File: src/rtl/pc_next_pkg.sv
// PC stage shared types: next-PC select codes,
// FSM state encoding and default reset PC.
package pc_next_pkg;

  localparam logic [1:0] PCSRC_SEQ = 2'b00;
  localparam logic [1:0] PCSRC_BR  = 2'b01;
  localparam logic [1:0] PCSRC_JR  = 2'b10;
  localparam logic [1:0] PCSRC_J   = 2'b11;

  typedef enum logic [1:0] {
    ST_RUN   = 2'b00,
    ST_HALT  = 2'b01,
    ST_FAULT = 2'b10
  } state_e;

  localparam logic [31:0] RESET_PC_DEF = 32'h0000_0000;

endpackage

File: src/rtl/pc_next_unit_if.sv
// PC stage bus: control/extender inputs (PCWre, PCSrc, ExtOut,
// JumpAddr, RegTarget, Halt) and outputs (PC, PC4, Halted, AlignErr, InstCount).
interface pc_next_unit_if;
  import pc_next_pkg::*;

  logic        PCWre;
  logic [1:0]  PCSrc;
  logic [31:0] ExtOut;
  logic [25:0] JumpAddr;
  logic [31:0] RegTarget;
  logic        Halt;
  logic [31:0] PC;
  logic [31:0] PC4;
  logic        Halted;
  logic        AlignErr;
  logic [31:0] InstCount;

  modport master (
    output PCWre, PCSrc, ExtOut, JumpAddr,
    output RegTarget, Halt,
    input  PC, PC4, Halted, AlignErr, InstCount
  );

  modport slave (
    input  PCWre, PCSrc, ExtOut, JumpAddr,
    input  RegTarget, Halt,
    output PC, PC4, Halted, AlignErr, InstCount
  );

endinterface

File: src/rtl/pc_target_mux.sv
// Combinational next-PC selector. In: pc4_i, ext_i, jaddr_i, rtgt_i,
// src_i. Out: tgt_o (selected target), mis_o (target[1:0] != 0).
module pc_target_mux
  import pc_next_pkg::*;
(
  input  logic [31:0] pc4_i,
  input  logic [31:0] ext_i,
  input  logic [25:0] jaddr_i,
  input  logic [31:0] rtgt_i,
  input  logic [1:0]  src_i,
  output logic [31:0] tgt_o,
  output logic        mis_o
);

  logic [31:0] br_off;

  // Shift drops ExtOut[31:30]; sign already lives in bit 29 and up.
  assign br_off = ext_i << 2;

  always_comb begin
    tgt_o = pc4_i;
    unique case (src_i)
      PCSRC_SEQ: tgt_o = pc4_i;
      PCSRC_BR:  tgt_o = pc4_i + br_off;
      PCSRC_JR:  tgt_o = rtgt_i;
      PCSRC_J:   tgt_o = {pc4_i[31:28], jaddr_i, 2'b00};
      default:   tgt_o = pc4_i;
    endcase
  end

  assign mis_o = |tgt_o[1:0];

endmodule

File: src/rtl/pc_next_unit.sv
// PC register, instruction counter and run/halt/fault FSM.
// Ports: CLK, Reset (sync, active high), bus (slave modport).
module pc_next_unit
  import pc_next_pkg::*;
#(
  parameter logic [31:0] RESET_PC = RESET_PC_DEF
) (
  input  logic    CLK,
  input  logic    Reset,
  pc_next_unit_if.slave bus
);

  logic [31:0] pc_q, pc_d;
  logic [31:0] cnt_q, cnt_d;
  state_e      st_q, st_d;
  logic        halted_q, halted_d;
  logic        aerr_q, aerr_d;
  logic [31:0] pc4;
  logic [31:0] tgt;
  logic        mis;

  assign pc4 = pc_q + 32'd4;

  pc_target_mux u_mux (
    .pc4_i   (pc4),
    .ext_i   (bus.ExtOut),
    .jaddr_i (bus.JumpAddr),
    .rtgt_i  (bus.RegTarget),
    .src_i   (bus.PCSrc),
    .tgt_o   (tgt),
    .mis_o   (mis)
  );

  // HALT/FAULT fall through to hold: only Reset leaves them.
  always_comb begin
    pc_d  = pc_q;
    cnt_d = cnt_q;
    st_d  = st_q;
    if (st_q == ST_RUN && bus.PCWre) begin
      if (bus.Halt) begin
        st_d = ST_HALT;
      end else if (mis) begin
        st_d = ST_FAULT;
      end else begin
        pc_d  = tgt;
        cnt_d = cnt_q + 32'd1;
      end
    end
    halted_d = (st_d == ST_HALT);
    aerr_d   = (st_d == ST_FAULT);
  end

  // Flags are registered so they rise cleanly with the state.
  always_ff @(posedge CLK) begin
    if (Reset) begin
      pc_q     <= RESET_PC;
      cnt_q    <= '0;
      st_q     <= ST_RUN;
      halted_q <= 1'b0;
      aerr_q   <= 1'b0;
    end else begin
      pc_q     <= pc_d;
      cnt_q    <= cnt_d;
      st_q     <= st_d;
      halted_q <= halted_d;
      aerr_q   <= aerr_d;
    end
  end

  assign bus.PC        = pc_q;
  assign bus.PC4       = pc4;
  assign bus.Halted    = halted_q;
  assign bus.AlignErr  = aerr_q;
  assign bus.InstCount = cnt_q;

endmodule

File: src/flat_wrapper.sv
// flat-port wrapper written by rule: the top's interface ports become plain ports
module pc_next_unit_flat import pc_next_pkg::*;
#(
  parameter logic [31:0] RESET_PC = RESET_PC_DEF
)
  (CLK, Reset, bus_PCWre, bus_PCSrc, bus_ExtOut, bus_JumpAddr, bus_RegTarget, bus_Halt, bus_PC, bus_PC4, bus_Halted, bus_AlignErr, bus_InstCount);
  pc_next_unit_if bus_i ();
  input  logic CLK;
  input  logic Reset;
  input wire logic [$bits(bus_i.PCWre)-1:0] bus_PCWre;
  input wire logic [$bits(bus_i.PCSrc)-1:0] bus_PCSrc;
  input wire logic [$bits(bus_i.ExtOut)-1:0] bus_ExtOut;
  input wire logic [$bits(bus_i.JumpAddr)-1:0] bus_JumpAddr;
  input wire logic [$bits(bus_i.RegTarget)-1:0] bus_RegTarget;
  input wire logic [$bits(bus_i.Halt)-1:0] bus_Halt;
  output wire logic [$bits(bus_i.PC)-1:0] bus_PC;
  output wire logic [$bits(bus_i.PC4)-1:0] bus_PC4;
  output wire logic [$bits(bus_i.Halted)-1:0] bus_Halted;
  output wire logic [$bits(bus_i.AlignErr)-1:0] bus_AlignErr;
  output wire logic [$bits(bus_i.InstCount)-1:0] bus_InstCount;
  assign bus_i.PCWre = bus_PCWre;
  assign bus_i.PCSrc = bus_PCSrc;
  assign bus_i.ExtOut = bus_ExtOut;
  assign bus_i.JumpAddr = bus_JumpAddr;
  assign bus_i.RegTarget = bus_RegTarget;
  assign bus_i.Halt = bus_Halt;
  assign bus_PC = bus_i.PC;
  assign bus_PC4 = bus_i.PC4;
  assign bus_Halted = bus_i.Halted;
  assign bus_AlignErr = bus_i.AlignErr;
  assign bus_InstCount = bus_i.InstCount;
  pc_next_unit #(.RESET_PC(RESET_PC)) u_core (.CLK(CLK), .Reset(Reset), .bus(bus_i));
endmodule
File: config.mk
export PLATFORM = sky130hd
export DESIGN_NAME = pc_next_unit_flat
export DESIGN_NICKNAME = d
export VERILOG_FILES = /design/src/rtl/pc_next_pkg.sv /design/src/rtl/pc_next_unit_if.sv /design/src/rtl/pc_target_mux.sv /design/src/rtl/pc_next_unit.sv /design/src/flat_wrapper.sv
export SDC_FILE = /design/constraint.sdc
export NUM_CORES = 1
export LEC_CHECK = 0
export ABC_CLOCK_PERIOD_IN_PS = 5100
export BUFFER_PORTS_ARGS = -buffer_cell sky130_fd_sc_hd__buf_2
export CAP_MARGIN = 20
export CORE_MARGIN = 2
export CORE_UTILIZATION = 35
export CTS_BUF_LIST = sky130_fd_sc_hd__clkbuf_2
export DETAILED_ROUTE_END_ITERATION = 7
export SETUP_SLACK_MARGIN = 0.15
export SLEW_MARGIN = 10
export SYNTH_ARGS = -nofsm -noshare
export SYNTH_HDL_FRONTEND = slang
export SYNTH_SLANG_ARGS = --single-unit
File: constraint.sdc
create_clock -name CLK -period 5.1 [get_ports CLK]
set_input_delay 1.275 -clock CLK [delete_from_list [all_inputs] [get_ports CLK]]
set_output_delay 1.275 -clock CLK [all_outputs]
set_load 0.05 [all_outputs]
### Word-level counts from Yosys, hierarchy flattened

Index checks and enable logic that the tools add are counted.

| storage, ports and cells | value |
|---|---|
| register bits | 68 |
| bits of input ports | 96 |
| output and inout port bits | 98 |

| cells by class | value |
|---|---|
| add/sub/neg operators | 3 |
| reductions and logical operators | 5 |
| mux-type cells | 4 |
| equality and inequality tests | 5 |
| bitwise operators | 2 |

Operators with widths:

| kind | number |
|---|---|
| 32-bit case mux with 4 select lines | 1 |
| 32-bit by 1-bit adder with 32-bit output, second input constant | 1 |
| 32-bit by 3-bit adder with 32-bit output, second input constant | 1 |
| 32-bit adder | 1 |
| 2-bit equality test, second input constant | 3 |
| 2-bit 2-to-1 mux | 3 |
| 2-bit by 1-bit equality test with 1-bit output, second input constant | 2 |
| 2-bit logical NOT | 2 |
| 3-bit AND reduction | 1 |
| 1-bit inverter | 2 |
| 2-bit OR reduction | 1 |
| 1-bit logical AND | 1 |

### Logic depth before layout (Yosys ltp)

Gate-level depths: netlist (run 1).

| logic depth | value |
|---|---|
| depth after elaboration | 8 |
| depth in mapped cells | 16 |
| gate-level depth less buffers | 16 |

### Hierarchy

From an unflattened synthesis (run 1), not the netlist that was laid out.

| unflattened totals | value |
|---|---|
| cell total of the unflattened synthesis | 694 |
| area total of the unflattened synthesis | 5,660.4 sq um |

Modules (own cells, without submodules):

| module | times used | area an instance (sq um) | cells an instance | sequential area each (sq um) |
|---|---|---|---|---|
| pc_next_unit | 1 | 3,414.5 | 431 | 1,361.3 |
| pc_target_mux | 1 | 2,245.9 | 263 | 0.0 |

### Worst setup path after synthesis (run 1)

Ideal clock, no wire load.

| timing | value |
|---|---|
| path kind | flip-flop to flip-flop |
| start | register u_core.pc_q[4] (netlist: u_core.bus.PC[4]) |
| end | register u_core.pc_q[26] (netlist: u_core.bus.PC[26]) |
| library setup time | 95 ps |
| path slack | 338 ps |
| required time | 5,005 ps |
| data arrival time | 4,667 ps |
| buffers on the path | 1 |
| stages on the path, launching flop included | 15 |
| clock period less this slack | 4,762 ps |
| cells stage by stage | dfxtp_1 buf_2 nand4_1 nor4_1 nand2_1 xnor2_1 ha_1 and4_1 nor3b_1 o21ai_0 nand4_1 a211oi_2 nor4b_1 mux2_2 a221oi_1 |

| on the way | value |
|---|---|
| longest elaborated chain between the ends | 3 |

Ends and longest elaborated chain:

| item | RTL line | source |
|---|---|---|
| start: declaration | pc_next_unit.sv:13 | `logic [31:0] pc_q, pc_d;` |
| start signal: assignment | pc_next_unit.sv:62 | `pc_q <= pc_d;` |
| 32-bit by 3-bit adder with 32-bit output | pc_next_unit.sv:22 | `assign pc4 = pc_q + 32'd4;` |
| net bus_PC4[19] | flat_wrapper.sv:17 | `output wire logic [$bits(bus_i.PC4)-1:0] bus_PC4;` |
| 32-bit adder | pc_target_mux.sv:24 | `PCSRC_BR: tgt_o = pc4_i + br_off;` |
| 32-bit case mux with 4 select lines | pc_target_mux.sv:22 | `unique case (src_i)` |

The timed path passes the listed nets, and every way through them passes these cells.
A chain may end at the register's enable or synchronous reset.

### Worst setup path after layout (run 1)

| timing | value |
|---|---|
| start | register u_core.pc_q[9] (netlist: u_core.bus.PC[9]) |
| end | output port bus_PC4[30] |

| on the way | value |
|---|---|
| longest elaborated chain between the ends | 1 |

Ends and longest elaborated chain:

| item | RTL line |
|---|---|
| 32-bit by 3-bit adder with 32-bit output | pc_next_unit.sv:22 |
| end: declaration | flat_wrapper.sv:17 |

No other way between the ends.

==> impl_metrics.tcl, run 1 <==
set metrics [dict create \
    numCtsBuffers 9 \
    placed_cells 1103 \
    rows 46 \
    period_share_pct 88.1 \
    first_global_vias 5727 \
    fin_setup_tns_ps 0 \
    setup_viol 0 \
    die_y_um 132 \
    start_util_pct 36.0 \
    drtIter0Drc 325 \
    slew_headroom_pct 52.7 \
    overflow 0 \
    avgViaCountPerCell 5.48 \
    antenna_found_initial 0 \
    vias 6134 \
    finalMaxSlewViolations 0 \
    cts_sinks 68 \
    final_area_um2 7060 \
    syn_inst 718 \
    layout_commonest_cell "buf_2" \
    path_cells "nand4_2 -> nor4_4 -> nand3_2 -> nor3_1 -> xor2_1 -> buf_2" \
    cts.reportedPaths.clkPinSlew_ps 230 \
    syn-num-nets 848 \
    clk_path_buf_depth 2 \
    ys_seq_elements 68 \
    dr.pass1.iters 5 \
    cp_max_fo 9 \
    skew_ps 33.5 \
    grtUsageTotal_pct 21.5 \
    hp-class "reg2reg" \
    critical_path_class "reg2out" \
    dieArea_um2 17500 \
    power_density_nw_per_um2 207 \
    avgSynthCellArea_um2 8.02 \
    maxCapViolations 0 \
    synth_top_area_share_pct 23.7 \
    tightest_slew_ps 707 \
    synthArstFlopShare_pct 0 \
    routed_wl_um 19300 \
    ios 194 \
    yosysTopAreaCell "dfxtp_1" \
    layout.cells.non_filler 1120 \
    cp.buffers_inverters 1 \
    cpMaxStageDelayCell "nor4_4" \
    antenna_left 0 \
    vdd_ir_drop_max_mv 0.0937 \
    synth_warnings 0 \
    critical-path-top-delay-family "simple AND/OR/NAND/NOR gates" \
    clk_latency_ps 520 \
    finalHoldViolCount 0 \
    ys_seq_area_share_pct 23.7 \
    synth_cell_type_count 72 \
    ctsHoldBuffers 0 \
    netlist_area_um2 5760 \
    synth_top_cells_by_area "dfxtp_1 (24%), ha_1 (7.2%), nor2_1 (6.0%)" \
    place_area_um2 6910 \
    root_buffer "clkbuf_2" \
    drt-wirelength-per-cell_um 17.2 \
    route.detailed.drc 0 \
    grt_max_degree 38 \
    critPathCaptureType "output port" \
    gp_congestion 0.912 \
    grt_pass1_wl_um 30500 \
    cp-start-kind "flop" \
    area_growth_pct 22.6 \
    port_buffers 191 \
    h-tree-depth 3 \
    critPathArrivalTime_ps 3220 \
    cts_tree "yes" \
    max_stage_delay_ps 630 \
    postCtsSetupRepairBufs 0 \
    status "finished, final reports clean" \
    post-route-min-period_ps 4490 \
    core_um2 16000 \
    mostFrequentLayoutCells "buf_2 (191), nor2_1 (92), nand2_1 (73)" \
    fmax_mhz 223 \
    leakage_nw 3.28 \
    ys.flop_type "dfxtp_1" \
    final_net_count 1028 \
    ctsResizeCount 0 \
    rsz0062_at_grt "false" \
    die_w_um 132 \
    hpwl_um 14900 \
    drive_gt1_share_pct 27.9 \
    cp.required_ps 3830 \
    synth-edff-count 0 \
]
## power by group
group | internal [mW] | total [mW] | switching, mW
Combinational | 0.182 | 0.508 | 0.326
Clock | 0.164 | 0.377 | 0.213
Sequential | 0.548 | 0.574 | 0.0253
## synthesized netlist by cell type, types with 3 or more instances
cell	count
mux4_2	15
o22ai_1	7
xnor2_1	38
buf_2	5
clkbuf_1	15
o211ai_1	3
a31oi_1	6
a221o_1	3
nand2_1	73
nor3b_1	4
a221oi_1	6
and4_1	7
nor2_1	92
ha_1	33
a211oi_1	9
a21o_1	11
a311oi_1	3
o221a_2	3
mux2i_1	8
mux2_2	4
dfxtp_1	68
and3_1	15
o21a_1	6
nor4_1	6
a211o_1	3
inv_1	21
buf_1	7
xor2_1	36
a21oi_1	40
o21ai_0	29
or3_1	5
o21bai_1	3
o211a_1	3
nand2b_1	4
nand4_1	17
nand3_1	31
o31ai_1	5
nor3_1	23
and2_1	5
a41oi_1	3
## flip-flops by register name, summed over array words and instances (netlist names)
register / flops
u_core.bus.InstCount: 32
u_core.bus.Halted: 1
u_core.bus.AlignErr: 1
u_core.bus.PC: 32
u_core.st_q: 2
## per-layer routing
metal  GRT usage, %  routed length, um
met5              0                  0
met4           6.69                440
met3           2.65               1330
met2           33.9               8540
met1           30.6               9010
## through the flow
step	utilization [%]	hold slack, ps	total power, mW	setup slack [ps]
3_3_place_gp	43.2	460	1.09	541
6_report	44.1	486	1.46	608
3_5_place_dp	43.2	465	1.09	630
5_1_grt	44.1	536	1.53	276
2_1_floorplan	-	442	0.943	338
4_1_cts	44.1	489	1.46	561
## kinds of logic (layout without fill, tap and decap cells)
family                   Yosys count  in the layout  share of synthesized area [%]
other                              0              1                              0
buffers and inverters             52            237                           3.76
multiplexers                      27             27                           8.04
AO/OA/AOI/OAI                    167            167                           20.4
flip-flops                        68             68                           23.7
adder cells (fa/ha/maj)           34             34                           7.52
AND/OR/NAND/NOR                  295            295                           25.1
XOR/XNOR                          75             75                           11.5
## cell type report
cell class,instances,area [um2]
sequential,68,1360
antenna,1,2.50
tap,216,270
clock inverter,6,88.8
inverter,22,82.6
multi-input combinational,598,4180
timing repair buffer,199,1020
fill,1702,8940
clock buffer,10,50.0
## worst reg2reg max path: cells and delay by family, from the launching register on
family	cells	cell delay, ps
simple gates	8	1640
mux	1	300
buf+inv	1	90
compound gates	3	840
xor+xnor	1	300
fa+ha+maj	2	650
flops	1	490
## worst paths after layout
check / start / to / slack [ps] / depth (start not counted)
min: u_core.bus.PC[31]$_SDFFE_PP0P_ / u_core.bus.PC[31]$_SDFFE_PP0P_ / 490 / 2
max reg2reg: u_core.bus.PC[2]$_SDFFE_PP0P_ / u_core.bus.PC[26]$_SDFFE_PP0P_ / 720 / 16
min reg2reg: u_core.bus.PC[31]$_SDFFE_PP0P_ / u_core.bus.PC[31]$_SDFFE_PP0P_ / 490 / 2
max: u_core.bus.PC[9]$_SDFFE_PP0P_ / bus_PC4[30] / 610 / 6
No activity file was read; power rests on OpenSTA's default activity.
==> inputs of run 2 (changes only) <==
- CORE_MARGIN: 2 -> 8
==> run 2 against run 1 <==
Worst hold slack worse by 11 ps. Clock power up 13%. Die area up 19%. Maximum frequency up 2.0%. Wire length up 6.2%. Critical path type unchanged. Critical endpoint unchanged. Highest routed layer unchanged.
==> impl_metrics.tcl, run 2 (synthesis results as in run 1) <==
set metrics [dict create \
    cp.required_ps 3830 \
    ios 194 \
    status "finished, final reports clean" \
    fin_ws_ps 697 \
    place_worst_setup_slack_ps 630 \
    area_growth_pct 23.3 \
    maxCapViolations 0 \
    rows 47 \
    vdd_ir_drop_max_mv 0.140 \
    skew_ps 31.7 \
    final_util_pct 43.4 \
    hpwl_um 16300 \
    root_buffer "clkbuf_2" \
    critical_path_class "reg2out" \
    max_stage_delay_ps 630 \
    routed_wl_um 20500 \
    ctsResizeCount 0 \
    place_area_um2 6930 \
    ctsHoldBuffers 0 \
    numCtsBuffers 9 \
    swShare_pct 37.4 \
    cp_max_fo 9 \
    grt_max_degree 47 \
    finalHoldViolCount 0 \
    timing.rr.start "u_core.bus.PC[2]$_SDFFE_PP0P_" \
    finalMaxSlewViolations 0 \
    critPathArrivalTime_ps 3130 \
    whs_ps 474 \
    final_area_um2 7100 \
    leakage_nw 3.31 \
    die_w_um 144 \
    power_mw 1.51 \
    switchingPower_uw 566 \
    start_util_pct 35.2 \
    p_int_uw 946 \
    critical-path-top-delay-family "simple AND/OR/NAND/NOR gates" \
    dr.pass1.iters 5 \
    slew_headroom_pct 53.3 \
    layout.cells.non_filler 1126 \
    final_net_count 1030 \
    drive_gt1_share_pct 28.1 \
    avgViaCountPerCell 5.47 \
    overflow 0 \
    power_density_nw_per_um2 213 \
    cts_sinks 68 \
    cp-startpoint "u_core.bus.PC[9]$_SDFFE_PP0P_" \
    fin_setup_tns_ps 0 \
    mostFrequentLayoutCells "buf_2 (191), nor2_1 (92), nand2_1 (73)" \
    layout_commonest_cell "buf_2" \
    rsz0062_at_grt "false" \
    gp_congestion 0.902 \
    antenna_found_initial 1 \
    period_share_pct 86.3 \
    cts.reportedPaths.clkPinSlew_ps 210 \
    tightest_slew_ps 698 \
    cpMaxStageDelayCell "nor4_4" \
    drtIter0Drc 357 \
    clk_latency_ps 510 \
    drt-wirelength-per-cell_um 18.2 \
    hold_path_startpoint "u_core.bus.PC[31]$_SDFFE_PP0P_" \
    dieArea_um2 20800 \
    p_clk_share_pct 28.1 \
    cts_tree "yes" \
    critPathCaptureType "output port" \
    seqPwrFrac_pct 37.9 \
    placed_cells 1109 \
    h-tree-depth 3 \
    antenna_left 0 \
    core_um2 16300 \
    cp-start-kind "flop" \
    postCtsSetupRepairBufs 0 \
    setup_viol 0 \
    route.detailed.drc 0 \
    post-route-min-period_ps 4400 \
    pwr-share-comb_pct 34.0 \
    clk_path_buf_depth 2 \
    cp.buffers_inverters 1 \
    grt_pass1_wl_um 31600 \
    port_buffers 191 \
    fmax_mhz 227 \
    vias 6155 \
    first_global_vias 5903 \
    grtUsageTotal_pct 19.4 \
    die_y_um 144 \
    hp-class "reg2reg" \
    path_cells "nand4_2 -> nor4_4 -> nand3_2 -> nor3_1 -> xor2_1 -> buf_2" \
]
run 2: changes by cell type in the layout (fill, tap and decap cells not counted):
| cell | change |
|---|---|
| clkinv_4 | +1 |
| buf_4 | +2 |
| clkinvlp_4 | -2 |
| bufinv_16 | +1 |
run 2: power by group through the flow:
stage	Clock [mW]	Combinational, mW	Sequential [mW]
3_5_place_dp	0	0.509	0.583
3_3_place_gp	0	0.508	0.583
2_1_floorplan	0	0.313	0.629
6_report	0.425	0.514	0.573
5_1_grt	0.458	0.554	0.577
4_1_cts	0.434	0.512	0.573
run 2: final timing paths:
| path | to | slack, ps | depth (start not counted) |
|---|---|---|---|
| setup / recovery | bus_PC4[30] | 700 | 6 |
| hold / removal | u_core.bus.PC[31]$_SDFFE_PP0P_ | 470 | 2 |
| setup reg to reg | u_core.bus.PC[26]$_SDFFE_PP0P_ | 820 | 15 |
| hold reg to reg | u_core.bus.PC[31]$_SDFFE_PP0P_ | 470 | 2 |
run 2: metal layers:
| layer | part of all wire (%) | GRT usage [%] |
|---|---|---|
| met1 | 46 | 26.1 |
| met2 | 45 | 30.9 |
| met3 | 6.7 | 3.30 |
| met4 | 2.1 | 5.97 |
| met5 | 0 | 0 |
run 2: final cells by class:
type | instances | area, um2
well taps | 220 | 275
multi-input cells | 598 | 4180
clock buffers | 10 | 50.0
clock inverters | 6 | 113
flip-flops and latches | 68 | 1360
fillers | 1749 | 9250
inverters | 22 | 82.6
diodes | 1 | 2.50
repair buffers | 201 | 1030
run 2: worst min-delay path: stages, from the launching register on:
cell and delay [ps]:
dfxtp_1 370, nand2_1 60, nand2_1 40
